--- config.mk ---
export PLATFORM = sky130hd
export DESIGN_NAME = shift_deser_rx
export DESIGN_NICKNAME = d
export VERILOG_FILES = /design/src/rtl/shift_deser_pkg.sv /design/src/rtl/deser_hold_stage.sv /design/src/rtl/shift_deser_rx.sv
export SDC_FILE = /design/constraint.sdc
export NUM_CORES = 1
export LEC_CHECK = 0
export ABC_CLOCK_PERIOD_IN_PS = 2100
export CAP_MARGIN = 20
export CORE_MARGIN = 1.5
export CORE_UTILIZATION = 45
export DETAILED_ROUTE_END_ITERATION = 10
export GPL_TIMING_DRIVEN = 0
export PLACE_DENSITY = 0.75
export SLEW_MARGIN = 20
export SYNTH_ARGS = -nofsm -noshare
export SYNTH_HDL_FRONTEND = slang
export SYNTH_SLANG_ARGS = --single-unit
--- constraint.sdc ---
create_clock -name clk -period 2.1 [get_ports clk]
set_clock_uncertainty 0.1 [all_clocks]
set_input_delay 0.21 -clock clk [delete_from_list [all_inputs] [get_ports clk]]
set_output_delay 0.21 -clock clk [all_outputs]
set_load 0.005 [all_outputs]
--- src/rtl/shift_deser_pkg.sv ---
// Shared types, constants and the shift helper for the serial deserializer.
package shift_deser_pkg;

    typedef enum logic {
        IDLE  = 1'b0,
        SHIFT = 1'b1
    } state_t;

    localparam bit ORDER_MSB = 1'b1;
    localparam bit ORDER_LSB = 1'b0;

    // Widest word the helper can handle; narrower words live in the low bits.
    localparam int MAX_W = 16;

    // Next shift-register value after capturing one bit into a width-bit word.
    // MSB-first shifts left and enters at bit 0; LSB-first shifts right and
    // enters at bit width-1. Bits above width-1 are always returned as zero.
    function automatic logic [MAX_W-1:0] bit_shift(input logic [MAX_W-1:0] sreg,
                                                    input logic             sin,
                                                    input logic             order,
                                                    input int               width);
        logic [MAX_W-1:0] mask;
        logic [MAX_W-1:0] r;
        mask = {MAX_W{1'b1}} >> (MAX_W - width);
        if (order == ORDER_LSB)
            r = ((sreg & mask) >> 1) | (MAX_W'(sin) << (width - 1));
        else
            r = {sreg[MAX_W-2:0], sin};
        return r & mask;
    endfunction

endpackage

--- src/rtl/deser_hold_stage.sv ---
// One-word output buffer with valid/ready handshake and overrun detection.
module deser_hold_stage #(
    parameter int WIDTH = 4
) (
    input  logic             clk,
    input  logic             clr,
    input  logic             load,
    input  logic [WIDTH-1:0] data,
    input  logic             ready,
    output logic [WIDTH-1:0] out,
    output logic             out_valid,
    output logic             drop
);

    // A new word is accepted when the buffer is empty or is being emptied on
    // this same edge; otherwise it is discarded and drop pulses.
    always_ff @(posedge clk) begin
        if (clr) begin
            out       <= '0;
            out_valid <= 1'b0;
            drop      <= 1'b0;
        end else begin
            drop <= 1'b0;
            if (load) begin
                if (!out_valid || ready) begin
                    out       <= data;
                    out_valid <= 1'b1;
                end else begin
                    drop <= 1'b1;
                end
            end else if (out_valid && ready) begin
                out_valid <= 1'b0;
            end
        end
    end

endmodule

--- src/rtl/shift_deser_rx.sv ---
// Serial-in/parallel-out receiver: framed words in either bit order, handed
// to a one-word hold stage with a valid/ready output.
module shift_deser_rx
    import shift_deser_pkg::*;
#(
    parameter int WIDTH = 4,
    parameter int CNT_W = $clog2(WIDTH + 1)
) (
    input  logic             clk,
    input  logic             clr,
    input  logic             sin,
    input  logic             sin_en,
    input  logic             frame,
    input  logic             msb_first,
    output logic [WIDTH-1:0] out,
    output logic             out_valid,
    input  logic             out_ready,
    output logic             busy,
    output logic [CNT_W-1:0] bit_cnt,
    output logic             overrun,
    output logic             frame_err
);

    if (WIDTH < 2 || WIDTH > MAX_W) begin : g_width_check
        $error("shift_deser_rx: WIDTH must be in 2..16");
    end

    localparam logic [CNT_W-1:0] CNT_FULL = CNT_W'(WIDTH);
    localparam logic [CNT_W-1:0] CNT_ONE  = CNT_W'(1);

    state_t           state, state_n;
    logic [CNT_W-1:0] cnt, cnt_n;
    logic [WIDTH-1:0] sreg, sreg_n;
    logic             order, order_n;
    logic             ferr_q, ferr_n;
    logic             load;

    function automatic logic [WIDTH-1:0] shift_in(input logic [WIDTH-1:0] cur,
                                                   input logic             b,
                                                   input logic             ord);
        return WIDTH'(bit_shift(MAX_W'(cur), b, ord, WIDTH));
    endfunction

    // Control and shift state registers.
    always_ff @(posedge clk) begin
        if (clr) begin
            state  <= IDLE;
            cnt    <= '0;
            sreg   <= '0;
            order  <= ORDER_MSB;
            ferr_q <= 1'b0;
        end else begin
            state  <= state_n;
            cnt    <= cnt_n;
            sreg   <= sreg_n;
            order  <= order_n;
            ferr_q <= ferr_n;
        end
    end

    // Next-state: a frame bit always restarts from an empty word; the capture
    // that fills the word completes it and returns to IDLE on the same edge.
    always_comb begin
        state_n = state;
        cnt_n   = cnt;
        sreg_n  = sreg;
        order_n = order;
        ferr_n  = 1'b0;
        load    = 1'b0;
        if (sin_en) begin
            if (frame) begin
                order_n = msb_first;
                sreg_n  = shift_in('0, sin, msb_first);
                cnt_n   = CNT_ONE;
                state_n = SHIFT;
                ferr_n  = (state == SHIFT);
            end else if (state == SHIFT) begin
                sreg_n = shift_in(sreg, sin, order);
                cnt_n  = cnt + 1'b1;
            end
            if (cnt_n == CNT_FULL) begin
                load    = 1'b1;
                state_n = IDLE;
                cnt_n   = '0;
            end
        end
    end

    assign busy      = (state == SHIFT);
    assign bit_cnt   = cnt;
    assign frame_err = ferr_q;

    deser_hold_stage #(
        .WIDTH(WIDTH)
    ) u_hold (
        .clk      (clk),
        .clr      (clr),
        .load     (load),
        .data     (sreg_n),
        .ready    (out_ready),
        .out      (out),
        .out_valid(out_valid),
        .drop     (overrun)
    );

endmodule

# Yosys cells after proc, flatten, opt, wreduce, memory -nomap -nowiden
# Cells that the tools add are included.
# W data, S select, Z words.
# classes
add_sub_neg,1
n_eq_ne,2
n_mux,17
reduce_logical,11
bitwise_logic,4
# op_table
cell,n
$mux W4,5
$mux W3,4
$mux W1,8
$reduce_and A2 Y1,4
$or A3 B4 Y4,1
$reduce_bool A2 Y1,2
$add A3 B1 Y3 const B,1
$eq A3 B3 Y1 const B,1
$not A1 Y1,3
$reduce_or A3 Y1,1
$ne A2 B1 Y1 const B,1
$reduce_or A2 Y1,1
$logic_and A1 B1 Y1,1
$logic_not A1 Y1,1
$logic_or A1 B1 Y1,1
# word_totals
ff_bits,16
wordCells,43
out_inout_bits,11
in_bits,7

# Longest topological paths before layout
# Gate-level depths: netlist of run 1.
# logic_depth
depth_word,9
depth_mapped,5

# Modules after synthesis
# A second synthesis of run 1 with hierarchy kept.
# unflattened
cells_unflattened,89
hier_area_um2,855.8
# by_module_without_submodules
module,seq_area_each_um2,instances,area_each_um2,cells_per_inst
shift_deser_rx,200.2,1,601.8,66
deser_hold_stage,120.1,1,254.0,23

# Least setup slack after synthesis of run 1
# Ideal clock, no wire load.
# synth_timing
path_type,register to register
start,"reg cnt[0], in the netlist bit_cnt[0]"
end,reg u_hold.out[1]
path_slack_ns,0.178
n_path_buf,0
path_stages_with_launch,6
setup_time_ns,0.121
period_less_slack_ns,1.922
t_arrival_ns,1.702
required_ns,1.879
cell_sequence,dfxtp_1 -> ha_1 -> nand3b_1 -> a221o_2 -> nor2b_4 -> mux2_2
# synth_via
elab_chain_len,8
# synth_rtl
element,line,rtl
"start, declared",shift_deser_rx.sv:32,"logic [CNT_W-1:0] cnt, cnt_n;"
"start signal, assigned",shift_deser_rx.sv:54,cnt <= cnt_n;
$add A3 B1 Y3,shift_deser_rx.sv:79,cnt_n = cnt + 1'b1;
$mux W3 *,shift_deser_rx.sv:77,end else if (state == SHIFT) begin
$mux W3 *,shift_deser_rx.sv:71,if (frame) begin
$mux W3 *,shift_deser_rx.sv:70,if (sin_en) begin
$eq A3 B3 Y1 *,shift_deser_rx.sv:81,if (cnt_n == CNT_FULL) begin
$mux W1 *,shift_deser_rx.sv:81,
$mux W1 *,shift_deser_rx.sv:70,
$reduce_and A2 Y1 (no source line) *,n/a,
"end signal, assigned",deser_hold_stage.sv:26,out <= data;
"end, declared",deser_hold_stage.sv:10,"output logic [WIDTH-1:0] out,"
# Every way passes the cells marked *; elsewhere a longest branch is shown, timed or not. The select of a mux whose other input is x is not followed.
# A chain may end at the register's enable or synchronous reset.

# Worst setup path in the final report of run 1
# layout_timing
start,"reg cnt[0], in the netlist bit_cnt[0]"
end,reg u_hold.out[3]
# Same word-level chain as after synthesis.

==> results of run 1 <==
[worst reg2reg max path, stage by stage, from the launching register on]
cell,delay (ns)
dfxtp_1,0.42
ha_1,0.27
nand3b_1,0.19
a221o_2,0.42
nor2b_4,0.18
mux2_2,0.34
[placed cells by master, fill, tap and decap left out, types with 2 or more instances in the layout]
cell type,n
mux2_2,4
a2111oi_0,2
clkbuf_4,3
inv_1,2
buf_4,2
dfxtp_1,16
mux2i_1,4
a21oi_1,6
nor2_1,10
clkdlybuf4s50_1,16
a32oi_1,2
nand2b_1,4
and2b_2,2
nand3b_1,3
[final timing paths]
path	to	slack, ns	cells after the start
max	u_hold.out[3]$_SDFFE_PP0P_	0.07	5
min	sreg[0]$_SDFF_PP0_	0.16	3
max reg2reg	u_hold.out[3]$_SDFFE_PP0P_	0.07	5
min reg2reg	u_hold.out[0]$_SDFFE_PP0P_	0.40	2
[kinds of logic after synthesis]
family,after synthesis,synth area share (%)
compound gates,17,16.0
mux,8,11.2
flops,16,42.1
buf+inv,6,4.11
fa+ha+maj,1,1.64
simple gates,31,25.0
[sequential cells by signal (all words and copies together), names as in the netlist]
| name | cells |
|---|---|
| sreg | 4 |
| u_hold.out_valid | 1 |
| order | 1 |
| frame_err | 1 |
| busy | 1 |
| u_hold.out | 4 |
| u_hold.drop | 1 |
| bit_cnt | 3 |
[layout make-up]
| type | instances | area, um^2 | share of cell area [%] |
|---|---|---|---|
| sequential | 16 | 320 | 32.8 |
| buffer | 4 | 23.8 | 2.43 |
| timing repair buffer | 16 | 160 | 16.4 |
| tap | 16 | 20.0 | 2.05 |
| inverter | 2 | 7.51 | 0.768 |
| clock buffer | 4 | 36.3 | 3.71 |
| multi-input combinational | 57 | 409 | 41.9 |
[power breakdown]
group	internal (mW)	switching [mW]	leakage [nW]
logic	0.0415	0.0365	0.252
registers	0.312	0.00679	0.130
clock network	0.106	0.0974	0.0210
total	0.460	0.141	0.403
[layer usage]
metal	up-vias	routed length (um)	part of all wire [%]
met5	-	0	0
met4	0	14	0.96
met3	2	64	4.4
met2	15	701	48
met1	284	678	47
li1	322	-	-
==> metrics.md, run 1 <==
| Metric | Value |
|---|---|
| Resized Gates After CTS | 0 |
| Final hold viol count | 0 |
| Worst-Skew Late Latency | slightly below 0.3 ns |
| Dominant cell type by area after synthesis | dfxtp_1 |
| Pin count of the biggest net entering global routing | 11 |
| All-Layer GR Usage | 17.7% |
| Via count | approximately 620 |
| I/O Pins | 18 |
| Largest delay share family, worst path | flip-flops |
| Final antenna-violating net count | 0 |
| Gp weighted congestion | 0.863 |
| Die Y | 44.1 um |
| Core box area | 1540 um^2 |
| GRT Max-Usage Layer | met2 |
| Relative slew margins | 62.7% |
| CP bufs+invs | 0 |
| Sink Count | 16 |
| CP Class | reg2reg |
| Tcrit/Tclk final | 96.5% |
| Startpoint Class | flop |
| Die Wd | between 40 and 50 um |
| Least-Margin Pin Slew | 0.546 ns |
| Port Buffer Count | 16 |
| # nets final | 108 |
| Vias in the first global route | between 600 and 700 |
| Setup Viol. Count Final | 0 |
| Routed length per instance | 12.7 um |
| Post-Syn Area | 761 um^2 |
| CTS Root Cell | clkbuf_4 |
| Non-filler cells, final | 115 |
| Area grow syn2layout | 28.5% |
| CTS max path bufs | 2 |
| Reg2reg start | bit_cnt[0]$_SDFFE_PP0P_ |
| Initial antenna violation count | 0 |
| Power per cell area | 614 nW/um^2 |
| CTS tree | yes |
| Seq cells post-synth | 16 |
| Initial Util | 49.4% |
| Initial drt markers | 12 |
| RSZ-0062 raised after global routing | no |
| Grt met1 use | between 20% and 30% |
| Crit-path max cell delay | 0.42 ns |
| Placed inst area | 941 um^2 |
| Synthesized area per cell | just under 10 um^2 |
| GR Util met3 | 3.27% |
| Number of CTS-inserted buffers | 3 |
| Layout cells sized above 1 | 20.2% |
| Max VDD drop | about 0.0004 V |
| Setup TNS | 0 ns |
| Origin of the worst setup path | bit_cnt[0]$_SDFFE_PP0P_ |
| Max_cap viols | 0 |
| H-tree Lvls | 1 |
| # rows | 14 |
| Post-synth EDFFs | 0 |
| Met2 Use GR | between 30% and 40% |
| Pre-CTS setup slack | -0.0976 ns |
| Post-layout util | 63.4% |
| Highest clock rate | 0.493 GHz |
| WP data required | roughly 2.2 ns |
| Max-slew violation total from the final report | 0 |
| Global-route wire length before repair | 2650 um |
| Commonest cells in the netlist | dfxtp_1, nor2_1, a21oi_1 |
| Min Tclk post-route | between 2 and 2.5 ns |
| Post-CTS Setup Inserts | 0 |
| Total Wirelength | approximately 1500 um |
| Most frequent cell after synthesis | dfxtp_1 |
| Unique masters post-synth | 34 |
| Top cell type's share of synthesized area | 42.1% |
| Hold-fix buffers, CTS | 0 |
| Number of remaining DRC errors | 0 |
| Pwr Total | 0.600 mW |
| Vias per inst | 5.42 |
| Yosys Warn Count | 0 |
| Die area | just under 2000 um^2 |
| Mapped Cells | between 70 and 80 |
| Async set-or-reset flop fraction in the synthesized netlist | 0% |
| Top cells by area, synth | dfxtp_1, mux2_2, mux2i_1 |
| Pre-antenna DRT Iters | 4 |
| Final instance area | 977 um^2 |
| Diode count | 0 |
| Worst Hold Launch | sin_en |
| Fillers | 136 |
| DP Wirelength | 1060 um |
| Worst-path fanout max | 6 |
| Register area share after synthesis | 42.1% |
| Nature of the critical path endpoint | flop |
| Status | finished, final reports clean |
| Placed instance count | roughly 110 |
| Clock transition at the registers of the reported paths | 0.10 ns |
| Synth Flop Type | dfxtp_1 |
| P_leak | slightly above 0.4 nW |
| CP arrival | 2.11 ns |
| Slowest library cell on the worst path | dfxtp_1 |
| Final Worst Setup Slack | 0.0725 ns |
| Hold_ws | 0.159 ns |
| Crit path cell chain | ha_1 > nand3b_1 > a221o_2 > nor2b_4 > mux2_2 |
| Total grt overflow | 0 |
| Worst min-delay path class | in2reg |
| Syn_nets | between 80 and 90 |
Note: power is estimated with default switching activity, not from simulation.
==> inputs of run 2 (changes only) <==
--- a/config.mk
+++ b/config.mk
@@ -11,8 +11,10 @@
 export CORE_UTILIZATION = 45
 export DETAILED_ROUTE_END_ITERATION = 10
 export GPL_TIMING_DRIVEN = 0
-export PLACE_DENSITY = 0.75
+export MAX_ROUTING_LAYER = met4
+export PLACE_DENSITY = 0.74
 export SLEW_MARGIN = 20
 export SYNTH_ARGS = -nofsm -noshare
 export SYNTH_HDL_FRONTEND = slang
+export SYNTH_HIERARCHICAL = 1
 export SYNTH_SLANG_ARGS = --single-unit
==> run 2 against run 1 <==
Compared with the run above: final cell count up 17%; flip-flop and latch count unchanged; first-iteration DRC count down 50%; critical path type unchanged; critical endpoint is now u_hold/out[3]$_SDFFE_PP0P_; largest cell class unchanged; highest routed layer unchanged.
==> metrics.md, run 2 <==
| Metric | Value |
|---|---|
| Post-Syn Area | 856 um^2 (+12%) |
| Synthesized area per cell | 9.62 um^2 (-0.14%) |
| Crit-path max cell delay | 0.42 ns (about the same) |
| Nature of the critical path endpoint | flop |
| Most frequent cell after synthesis | dfxtp_1 |
| Final Worst Setup Slack | 0.233 ns (+0.160 ns) |
| Largest delay share family, worst path | simple AND/OR/NAND/NOR gates |
| Startpoint Class | flop |
| Non-filler cells, final | 135 (+17%) |
| Worst-path fanout max | 6 (unchanged) |
| # rows | 15 (+1) |
| Global-route wire length before repair | 2620 um (-1.0%) |
| CTS Root Cell | clkbuf_4 |
| Commonest cells after routing, fill and taps aside | clkdlybuf4s50_1, dfxtp_1, a21oi_1, nand2b_1, mux2i_1 |
| Worst min-delay path class | reg2reg |
| Resized Gates After CTS | 0 (unchanged) |
| Port Buffer Count | 17 (+1) |
| Die Wd | 46.6 um (+5.7%) |
| Mapped Cells | 89 (+13%) |
| Synth Flop Type | dfxtp_1 |
| H-tree Lvls | 1 (unchanged) |
| Slowest library cell on the worst path | dfxtp_1 |
| Async set-or-reset flop fraction in the synthesized netlist | 0% (unchanged) |
| Via count | 694 (+11%) |
| Vias per inst | 5.14 (-5.1%) |
| DP Wirelength | 1270 um (+20%) |
| I/O Pins | 18 (unchanged) |
| Max-slew violation total from the final report | 0 (unchanged) |
| Clock power share | 34.4% (+0.6 points) |
| CTS tree | yes |
| Core box area | 1760 um^2 (+14%) |
| P_leak | 0.455 nW (+13%) |
| Routed length per instance | 12.4 um (-2.5%) |
| Syn_nets | 97 (+11%) |
| Least-Margin Pin Slew | 0.332 ns (-0.214 ns) |
| Yosys Warn Count | 6 (+6) |
| Number of CTS-inserted buffers | 3 (unchanged) |
| Sw Pwr | 0.152 mW (+8.1%) |
| Initial antenna violation count | 0 (unchanged) |
| Hold_ws | 0.377 ns (+0.218 ns) |
| Max_cap viols | 0 (unchanged) |
| Post-CTS Setup Inserts | 0 (unchanged) |
| Pre-CTS setup slack | 0.187 ns (+0.285 ns) |
| Post-synth EDFFs | 0 (unchanged) |
| Status | finished, final reports clean |
| All-Layer GR Usage | 17.8% (+0.089 points) |
| Crit path cell chain | ha_1 > and3b_1 > nor2_1 > nor2_1 > a21boi_4 > mux2i_1 |
| Worst-Skew Late Latency | 0.30 ns (about the same) |
| Unique masters post-synth | 34 (unchanged) |
| Commonest cells in the netlist | dfxtp_1, a21oi_1, nand2b_1, mux2i_1 |
| Area grow syn2layout | 27.8% |
| Fillers | 163 (+20%) |
| CTS max path bufs | 2 (unchanged) |
| Initial drt markers | 6 (-6) |
| Top cell type's share of synthesized area | 37.4% (-4.7 points) |
| Pwr Total | 0.613 mW (+2.2%) |
| Pin count of the biggest net entering global routing | 13 (+2) |
| Min Tclk post-route | 1.87 ns (-0.160 ns) |
| Initial Util | 48.5% (-0.84 points) |
| # nets final | 119 (+10%) |
| Final hold viol count | 0 (unchanged) |
| Switching Fraction | 24.8% (+1.3 points) |
| Die Y | 46.6 um (+5.7%) |
| Gp weighted congestion | 0.788 (-8.6%) |
| Sink Count | 16 (unchanged) |
| Top cells by area, synth | dfxtp_1, mux2i_1, nand2b_1 |
| Final instance area | 1090 um^2 (+12%) |
| Combinational share of power | 14.0% (+1.0 points) |
| CP arrival | 1.99 ns (-0.12 ns) |
| Clock transition at the registers of the reported paths | 0.11 ns (about the same) |
| Placed inst area | 1060 um^2 (+12%) |
| Total grt overflow | 0 (unchanged) |
| Tcrit/Tclk final | 88.9% (-7.6 points) |
| RSZ-0062 raised after global routing | no |
| WP data required | 2.22 ns (+0.04 ns) |
| Commonest non-fill, non-tap cell in the layout | clkdlybuf4s50_1 |
| Max VDD drop | 0.000415 V (+3.0%) |
| Power per cell area | 561 nW/um^2 (-8.7%) |
| Final antenna-violating net count | 0 (unchanged) |
| Share of power burned in registers | 51.6% (-1.6 points) |
| Dominant cell type by area after synthesis | dfxtp_1 |
| Highest clock rate | 0.536 GHz (+8.6%) |
| Setup TNS | 0 ns (unchanged) |
| Post-layout util | 62.0% (-1.4 points) |
| CP Class | reg2reg |
| Hold-fix buffers, CTS | 0 (unchanged) |
| Setup Viol. Count Final | 0 (unchanged) |
| Top cell by count, worst path | nor2_1 |
| Layout cells sized above 1 | 16.4% (-3.8 points) |
| Int Pwr | 0.461 mW (+0.40%) |
| Relative slew margins | 77.8% (+15 points) |
| CP bufs+invs | 0 (unchanged) |
| Number of remaining DRC errors | 0 (unchanged) |
| Diode count | 0 (unchanged) |
| Register area share after synthesis | 37.4% (-4.7 points) |
| Total Wirelength | 1670 um (+14%) |
| Die area | 2170 um^2 (+12%) |
| Placed instance count | 131 (+18%) |
| Vias in the first global route | 605 (-5.5%) |
| Pre-antenna DRT Iters | 4 (unchanged) |
| Seq cells post-synth | 16 (unchanged) |
-- run 2: cell count changes in the layout (fill, tap and decap cells not counted), moves of 3 or more --
cell | previous run | this run
nand2_1 | 1 | 5
mux2i_1 | 4 | 8
nand2b_1 | 4 | 9
nor2_1 | 10 | 5
a21oi_1 | 6 | 9
-- run 2: layout make-up --
class                           instances  area [um^2]  area share (%)
Multi-Input combinational cell         64          478            43.7
Sequential cell                        16          320            29.3
Timing Repair Buffer                   17          170            15.6
Buffer                                  5         42.5            3.89
Clock buffer                            4         36.3            3.32
Tap cell                               25         31.3            2.86
Inverter                                4         15.0            1.37
-- run 2: path summary, 6_finish.rpt --
kind / from / end / slack (ns) / depth (start not counted)
max: bit_cnt[0]$_SDFFE_PP0P_ / u_hold/out[3]$_SDFFE_PP0P_ / 0.23 / 6
min: u_hold/out[2]$_SDFFE_PP0P_ / u_hold/out[2]$_SDFFE_PP0P_ / 0.38 / 2
max reg2reg: bit_cnt[0]$_SDFFE_PP0P_ / u_hold/out[3]$_SDFFE_PP0P_ / 0.23 / 6
min reg2reg: u_hold/out[2]$_SDFFE_PP0P_ / u_hold/out[2]$_SDFFE_PP0P_ / 0.38 / 2
-- run 2: worst reg2reg max path: stages (launching register included) --
cell      delay, ns
dfxtp_1        0.42
ha_1           0.27
and3b_1        0.25
nor2_1         0.06
nor2_1         0.20
a21boi_4       0.29
mux2i_1        0.21
-- run 2: kinds of logic (layout without fill, tap and decap cells) --
| kind of cell | Yosys count | count (layout) | synth area share (%) |
|---|---|---|---|
| adders and majority gates | 1 | 1 | 1.46 |
| and+or+nand+nor | 32 | 32 | 23.0 |
| muxes | 10 | 10 | 12.0 |
| buffers and inverters | 9 | 30 | 6.72 |
| DFF | 16 | 16 | 37.4 |
| xor gates and xnor gates | 1 | 1 | 1.02 |
| AOI/OAI and AO/OA | 20 | 20 | 18.4 |
-- run 2: per-layer routing --
metal / vias to the layer above / GRT usage (%) / routed length [um]
li1: 361 / - / -
met1: 318 / 22.9 / 825
met2: 11 / 26.7 / 770
met3: 4 / 3.53 / 43
met4: 0 / 8.33 / 29
met5: - / - / 0
-- run 2: power by group through the flow --
stage	Combinational [mW]	Sequential [mW]	Clock [mW]
6_report	0.0859	0.317	0.211
5_1_grt	0.0935	0.318	0.228
4_1_cts	0.0859	0.317	0.218
3_5_place_dp	0.0855	0.324	0
3_3_place_gp	0.0845	0.323	0
2_1_floorplan	0.0539	0.322	0
